$ cat config.mk
export PLATFORM = sky130hd
export DESIGN_NAME = updown_ctrl
export DESIGN_NICKNAME = d
export VERILOG_FILES = /design/src/rtl/updown_ctrl.sv
export SDC_FILE = /design/constraint.sdc
export NUM_CORES = 1
export LEC_CHECK = 0
export ABC_CLOCK_PERIOD_IN_PS = 3330
export BUFFER_PORTS_ARGS = -buffer_cell sky130_fd_sc_hd__buf_2
export CAP_MARGIN = 20
export CORE_MARGIN = 2
export CORE_UTILIZATION = 30
export DETAILED_ROUTE_END_ITERATION = 10
export PLACE_DENSITY = 0.44
export SYNTH_ARGS = -nofsm -noshare
export SYNTH_HDL_FRONTEND = slang
export SYNTH_SLANG_ARGS = --single-unit
$ cat constraint.sdc
create_clock -name clk -period 3.33 [get_ports clk]
set_input_delay 0.333 -clock clk [delete_from_list [all_inputs] [get_ports clk]]
set_output_delay 0.333 -clock clk [all_outputs]
set_load 0.05 [all_outputs]
$ cat src/rtl/updown_ctrl.sv
`timescale 1ns/1ps
// updown_db: one button lane. It has a 2-FF synchronizer, a stable-level
// debounce counter, and a registered pulse on each accepted 0->1 transition.
module updown_db #(
  parameter int DB_CYCLES = 1_000_000
) (
  input  logic clk,
  input  logic rst_n,
  input  logic btn,
  output logic press
);
  localparam int CW = $clog2(DB_CYCLES + 1);
  localparam logic [CW-1:0] CNT_LAST = CW'(DB_CYCLES - 1);

  logic          sync1_q, sync2_q;
  logic          level_q, level_d;
  logic          press_q, press_d;
  logic [CW-1:0] cnt_q, cnt_d;

  // The counter runs only while the synced input disagrees with the accepted
  // level. The DB_CYCLES-th disagreeing cycle flips the level.
  always_comb begin
    level_d = level_q;
    cnt_d   = '0;
    press_d = 1'b0;
    if (sync2_q != level_q) begin
      if (cnt_q == CNT_LAST) begin
        level_d = sync2_q;
        press_d = sync2_q;
      end else begin
        cnt_d = cnt_q + 1'b1;
      end
    end
  end

  // Synchronizer, debounce state and press pulse registers.
  always_ff @(posedge clk or negedge rst_n) begin
    if (!rst_n) begin
      sync1_q <= 1'b0;
      sync2_q <= 1'b0;
      level_q <= 1'b0;
      cnt_q   <= '0;
      press_q <= 1'b0;
    end else begin
      sync1_q <= btn;
      sync2_q <= sync1_q;
      level_q <= level_d;
      cnt_q   <= cnt_d;
      press_q <= press_d;
    end
  end

  assign press = press_q;
endmodule

// updown_ctrl: run/direction/rate controller that owns the 8-bit count.
module updown_ctrl #(
  parameter int         DB_CYCLES = 1_000_000,
  parameter logic [1:0] SEL_RESET = 2'd2
) (
  input  logic       clk,
  input  logic       rst_n,
  input  logic       btn_run,
  input  logic       btn_dir,
  input  logic       btn_rate,
  input  logic       mode_bounce,
  input  logic       tick_in,
  output logic [1:0] sel,
  output logic [7:0] q,
  output logic       cnt_up,
  output logic       cnt_en,
  output logic       running
);
  localparam int NUM_BTN = 3;
  localparam int B_RUN   = 0;
  localparam int B_DIR   = 1;
  localparam int B_RATE  = 2;

  typedef enum logic {ST_STOP, ST_RUN} state_e;

  logic [NUM_BTN-1:0] btn_raw, press;
  assign btn_raw = {btn_rate, btn_dir, btn_run};

  // One debounce lane per button.
  for (genvar i = 0; i < NUM_BTN; i++) begin : g_btn
    updown_db #(.DB_CYCLES(DB_CYCLES)) u_db (
      .clk  (clk),
      .rst_n(rst_n),
      .btn  (btn_raw[i]),
      .press(press[i])
    );
  end

  logic tsync1_q, tsync2_q, tprev_q, tick;
  assign tick = tsync2_q & ~tprev_q;

  // tick_in synchronizer and rising-edge history. Falling edges are dropped.
  always_ff @(posedge clk or negedge rst_n) begin
    if (!rst_n) begin
      tsync1_q <= 1'b0;
      tsync2_q <= 1'b0;
      tprev_q  <= 1'b0;
    end else begin
      tsync1_q <= tick_in;
      tsync2_q <= tsync1_q;
      tprev_q  <= tsync2_q;
    end
  end

  state_e     state_q, state_d;
  logic [7:0] q_q, q_d, q_nx;
  logic       cnt_up_q, cnt_up_d;
  logic       cnt_en_q, cnt_en_d;
  logic [1:0] sel_q, sel_d;
  logic       step, flip;

  // Next-count and limit handling. The step always uses the pre-update direction.
  // A bounce flip and a dir press in the same cycle cancel through the XOR.
  always_comb begin
    step = (state_q == ST_RUN) && tick;
    flip = 1'b0;
    q_nx = q_q;
    if (cnt_up_q) begin
      if (q_q == 8'hFF) begin
        q_nx = mode_bounce ? 8'hFE : 8'h00;
        flip = mode_bounce;
      end else begin
        q_nx = q_q + 8'd1;
      end
    end else begin
      if (q_q == 8'h00) begin
        q_nx = mode_bounce ? 8'h01 : 8'hFF;
        flip = mode_bounce;
      end else begin
        q_nx = q_q - 8'd1;
      end
    end
    q_d      = step ? q_nx : q_q;
    cnt_en_d = step;
    cnt_up_d = cnt_up_q ^ press[B_DIR] ^ (step & flip);
    sel_d    = sel_q + {1'b0, press[B_RATE]};
    state_d  = state_q;
    if (press[B_RUN]) state_d = (state_q == ST_RUN) ? ST_STOP : ST_RUN;
  end

  // FSM and registered outputs.
  always_ff @(posedge clk or negedge rst_n) begin
    if (!rst_n) begin
      state_q  <= ST_STOP;
      q_q      <= 8'h00;
      cnt_up_q <= 1'b1;
      cnt_en_q <= 1'b0;
      sel_q    <= SEL_RESET;
    end else begin
      state_q  <= state_d;
      q_q      <= q_d;
      cnt_up_q <= cnt_up_d;
      cnt_en_q <= cnt_en_d;
      sel_q    <= sel_d;
    end
  end

  assign sel     = sel_q;
  assign q       = q_q;
  assign cnt_up  = cnt_up_q;
  assign cnt_en  = cnt_en_q;
  assign running = (state_q == ST_RUN);
endmodule

### Word level (Yosys, flattened, before mapping)

Index checks and enable logic that the tools add are counted.

* multiplexer cells: 21
* bitwise gates (word level): 5
* $add $sub $neg: 6
* equality and inequality tests: 7
* reduce and logical (&&, ||, !) cells: 5

Operator list (number)
* $mux W20: 6
* $add A20 B1 Y20 const B: 3
* $eq A20 B20 Y1 const B: 3
* $mux W8: 5
* $mux W1: 10
* $add A8 B1 Y8 const B: 1
* $eq A8 B8 Y1 const B: 1
* $logic_not A8 Y1: 1
* $sub A8 B1 Y8 const B: 1
* $reduce_and A2 Y1: 3
* $ne A1 B1 Y1: 3
* $add A2 B1 Y2: 1
* $and A1 B1 Y1: 2
* $xor A1 B1 Y1: 2
* $logic_and A1 B1 Y1: 1
* $not A1 Y1: 1

* register bits: 88
* input port bits: 7

### Logic depth before layout (Yosys ltp)

* word-level depth: 5
* gate-level depth with buffers: 7
* mapped depth without buffers: 7

### Cells and area by module

From an unflattened synthesis, not the netlist that was laid out.

* cells, all modules: 451
* area, all modules: 4663.2 um^2

By module, submodules not included
* updown_db (g_btn[1].u_db ...): cells each 107, instances 2, area each 1184.9 um^2, seq. area each 600.6 um^2
* updown_ctrl: cells each 128, instances 1, area each 1149.9 um^2, seq. area each 402.9 um^2
* updown_db (g_btn[0].u_db): cells each 109, instances 1, area each 1143.6 um^2, seq. area each 600.6 um^2

### Worst setup path before layout

No wires, ideal clock.

* path kind: register to register
* start point: register q_q[3], in the netlist q[3]
* end point: register q_q[2], in the netlist q[2]
* path buffers: 2
* cell stages (with the launch flop): 7
* arrival: 2.001 ns
* period minus slack after synthesis: 2.136 ns
* path slack: 1.194 ns
* path through: dfrtp_1 -> buf_6 -> or4_4 -> buf_6 -> nand2b_4 -> a2111oi_1 -> nor3_1

* longest elaborated chain between the ends: 3

RTL lines
* start: declaration: RTL line 111 `logic [7:0] q_q, q_d, q_nx;`
* start signal: assignment: RTL line 156 `q_q <= q_d;`
* $eq A8 B8 Y1 or $logic_not A8 Y1 (tied branches): RTL line 124, 131
* $mux W8 (on tied branches): RTL line 124, 131
* $mux W8 (*): RTL line 123 `if (cnt_up_q) begin`

Every way passes the cells marked *; elsewhere a longest branch is shown, timed or not.
A chain may end at the register's enable or synchronous reset.

### Worst setup path after layout

* start point: register g_btn[2].u_db.cnt_q[0]
* end point: register g_btn[2].u_db.cnt_q[18]

* longest elaborated chain between the ends: 3

RTL lines
* start: declaration: RTL line 18 `logic [CW-1:0] cnt_q, cnt_d;`
* start signal: assignment: RTL line 48 `cnt_q <= cnt_d;`
* $add A20 B1 Y20 or $eq A20 B20 Y1 (tied branches): RTL line 31, 27
* $mux W20 (*): RTL line 27 `if (cnt_q == CNT_LAST) begin`
* $mux W20 (*): RTL line 26 `if (sync2_q != level_q) begin`
* via g_btn[2].u_db.cnt_d[18]: RTL line 18

The timed path passes the listed nets; every way through them passes the cells marked *.

==> results.md <==
- Share of cells above drive strength 1: 10.6%
- RR Endpoint: g_btn[2].u_db.cnt_q[18]
- Depth of the CTS H-tree: 3
- Yosys warning count: 0
- Synth top area cells: dfrtp_1 50%, xor2_1 7.8%, nor2_1 6.6%
- Reg-to-reg setup timing slack: 1.33 ns
- Avg Cell Area, Syn: 10.1 µm²
- CTS resizes: 0
- WP data required: 3.52 ns
- First-pass GRT wire length: 15,200 µm
- Fillcell total: 1,396
- 1st-iter DRT viols: 247
- Post-route cell area: 4890 µm²
- Final ANT Viol Nets: 0
- Global placement routability congestion: 0.827
- All-Layer GR Usage: 12.7%
- Largest net degree at the start of global routing: 72
- Die W: 124 µm
- DP Area: 4570 µm²
- Leak pwr: 2.14 nW
- Die Footprint: 15,300 µm²
- CP cell instances: ha_1, nand4_1, nor2_1, nand4_1, nand2_1, nor2_1
- Crit path capture type: flop
- EDFF count, synth: 0
- WP buf/inv: 0
- Dominant cell by count in the synthesized netlist: dfrtp_1
- Sink Count: 88
- CP max-delay cell: nand2_1
- Skew final: 0.00732 ns
- Wire per inst: 13.5 µm
- Synthesized cell area: 4290 µm²
- DRC: 0
- Die height: 124 µm
- Final wirelength: 8540 µm
- DRT Pass-1 Iters: 4
- Commonest cells in the netlist: 86 x dfrtp_1, 75 x nor2_1, 38 x xor2_1
- GR Overflow Total: 0
- Peak VDD IR: 0.000238 V
- Final setup viols: 0
- Ant. Diodes: 0
- Top-area cell type share of the netlist area: 50.1%
- Max Fclk: 0.500 GHz
- IO Count: 20
- Distinct cells, synth: 52
- Num CTS Buffers: 9
- Clock slew at reported path FFs: 0.06 ns
- CTS max path bufs: 2
- RSZ-0062 raised after global routing: no
- M2 GR Usage: 18.9%
- Synthesis-to-layout area growth: 13.9%
- Cells after Synth: 427
- GR met1 Demand/Resource: 17.8%
- Setup CP Type: reg -> reg
- Post-synth ARST share: 100%
- Syn_nets: 441
- Sequential share of the synthesized area: 51.4%
- Clock Latency Late Sink: 0.34 ns
- Register area: 2200 µm²
- CP peak stage delay: 0.53 ns
- Routed vias: 3,066
- P per Cell Area: 463 nW/µm²
- Multi-input combinational cell area: 1990 µm²
- CTS tree: built
- Minimum clock period: 2.00 ns
- Ys flop type: dfrtp_1
- CP startpoint kind: flop
- CP top delay family: simple AND/OR/NAND/NOR gates
- Row cnt: 43
- #FFs+latches synth: 88
- CP Depth: 6
- Initial antenna violation count: 0
- Initial core utilization: 30.8%
- Met3 usage: 3.71%
- CP Max Fanout: 18
- Vias per cell: 4.85
- Final hold violations: 0
- Synth area leader: dfrtp_1
- Worst-Margin Slew: 0.877 ns
- Vias in the first global route: 3,074
- Worst slew margin: 41.0%
- R2r startpoint: g_btn[2].u_db.cnt_q[0]
- Nets: 462
- Post-CTS setup buffer count: 0
- Port Buffers: 19
- R2R depth: 6
- GR peak layer: met2
- Slew Limit Fails: 0
- Outcome: completed
- Post-CTS Hold Fix Bufs: 0
- Dpl hpwl: 5730 µm
- Hold WC Path Type: in -> async
- Setup Total Neg Slack: 0 ns
- Crit path arrival time: 2.19 ns
- Tcrit/Tclk final: 60.1%
- Max Cap Violations: 0
- Core area: 13,900 µm²
- CTS root buf: clkbuf_16
[power by group]
part / internal (W) / leakage (nW) / switching (W) / total [W]
sequential: 0.00109 / 1.18 / 0.0000175 / 0.00110
clock: 0.000693 / 0.159 / 0.000388 / 0.00108
combinational: 0.0000237 / 0.808 / 0.0000566 / 0.0000803
[worst reg2reg max path, stage by stage (launching register included)]
cell	delay [ns]
dfrtp_1	0.39
ha_1	0.22
nand4_1	0.16
nor2_1	0.23
nand4_1	0.22
nand2_1	0.53
nor2_1	0.12
[flip-flops by register name (all words and copies together), names as in the netlist]
name	flops
cnt_up	1
tsync2_q	1
cnt_en	1
g_btn.u_db.cnt_q	60
tprev_q	1
sel	2
tsync1_q	1
q	8
g_btn.u_db.sync1_q	3
g_btn.u_db.level_q	3
g_btn.u_db.press	3
running	1
g_btn.u_db.sync2_q	3
[cell families (layout without fill, tap and decap cells)]
kind of cell / after synthesis / count (layout) / synth area share, %
compound gates: 38 / 38 / 5.65
xor+xnor: 62 / 62 / 12.6
fa+ha+maj: 7 / 7 / 2.04
buf+inv: 21 / 46 / 2.36
flops: 88 / 88 / 51.4
mux: 5 / 5 / 1.28
simple gates: 206 / 206 / 24.7
[cells in the final DEF (no fill, tap or decap), types with 3 or more instances in the layout]
cell type	Yosys	layout
nor3b_1	3	3
nor2_1	75	75
dfrtp_1	86	86
xor2_1	38	38
ha_1	7	7
clkbuf_16	0	9
nand2_1	22	22
nor4_1	10	10
and4_1	4	4
nor4b_1	3	3
buf_2	2	18
a211oi_1	4	4
inv_1	9	9
buf_4	1	3
a21oi_1	9	9
and3_1	17	17
o21ai_0	12	12
mux2_2	4	4
nor3_1	7	7
xnor2_1	24	24
nand3_1	30	30
nand4_1	16	16
nand2b_1	3	3
[per-layer routing]
metal / vias up / wire, µm
li1: 1528 / -
met1: 1491 / 4380
met2: 36 / 3750
met3: 11 / 285
met4: 0 / 121
met5: - / 0
[worst max path at each step]
stage                                      start                      end  slack, ns
after floorplan                             q[3]                     q[2]       1.19
after global placement                      q[2]                     q[2]       1.30
after detailed placement  g_btn[0].u_db.cnt_q[0]   g_btn[0].u_db.cnt_q[6]       1.31
after CTS                 g_btn[0].u_db.cnt_q[0]   g_btn[0].u_db.cnt_q[6]       1.28
after global routing      g_btn[0].u_db.cnt_q[2]  g_btn[0].u_db.cnt_q[17]       1.06
final                     g_btn[2].u_db.cnt_q[0]  g_btn[2].u_db.cnt_q[18]       1.33
[metrics by stage]
| step | setup slack [ns] | instances | total power [W] | utilization, % | hold WS [ns] |
|---|---|---|---|---|---|
| floorplan | 1.19 | 427 | 0.00116 | - | 0.0374 |
| global placement | 1.30 | 617 | 0.00121 | 32.8 | 0.342 |
| detailed placement | 1.31 | 617 | 0.00121 | 32.8 | 0.346 |
| CTS | 1.28 | 632 | 0.00230 | 35.1 | 0.0924 |
| global route | 1.06 | 632 | 0.00237 | 35.1 | 0.0845 |
| finish | 1.33 | 632 | 0.00226 | 35.1 | 0.0949 |
[area by class of cell]
type	instances	area share [%]
Clock buffer	12	5.25
Clock inverter	3	1.33
Inverter	10	0.768
Multi-Input combinational cell	318	40.6
Sequential cell	88	45.1
Tap cell	180	4.61
Timing Repair Buffer	21	2.30
Power figures use the tool's default switching activity.
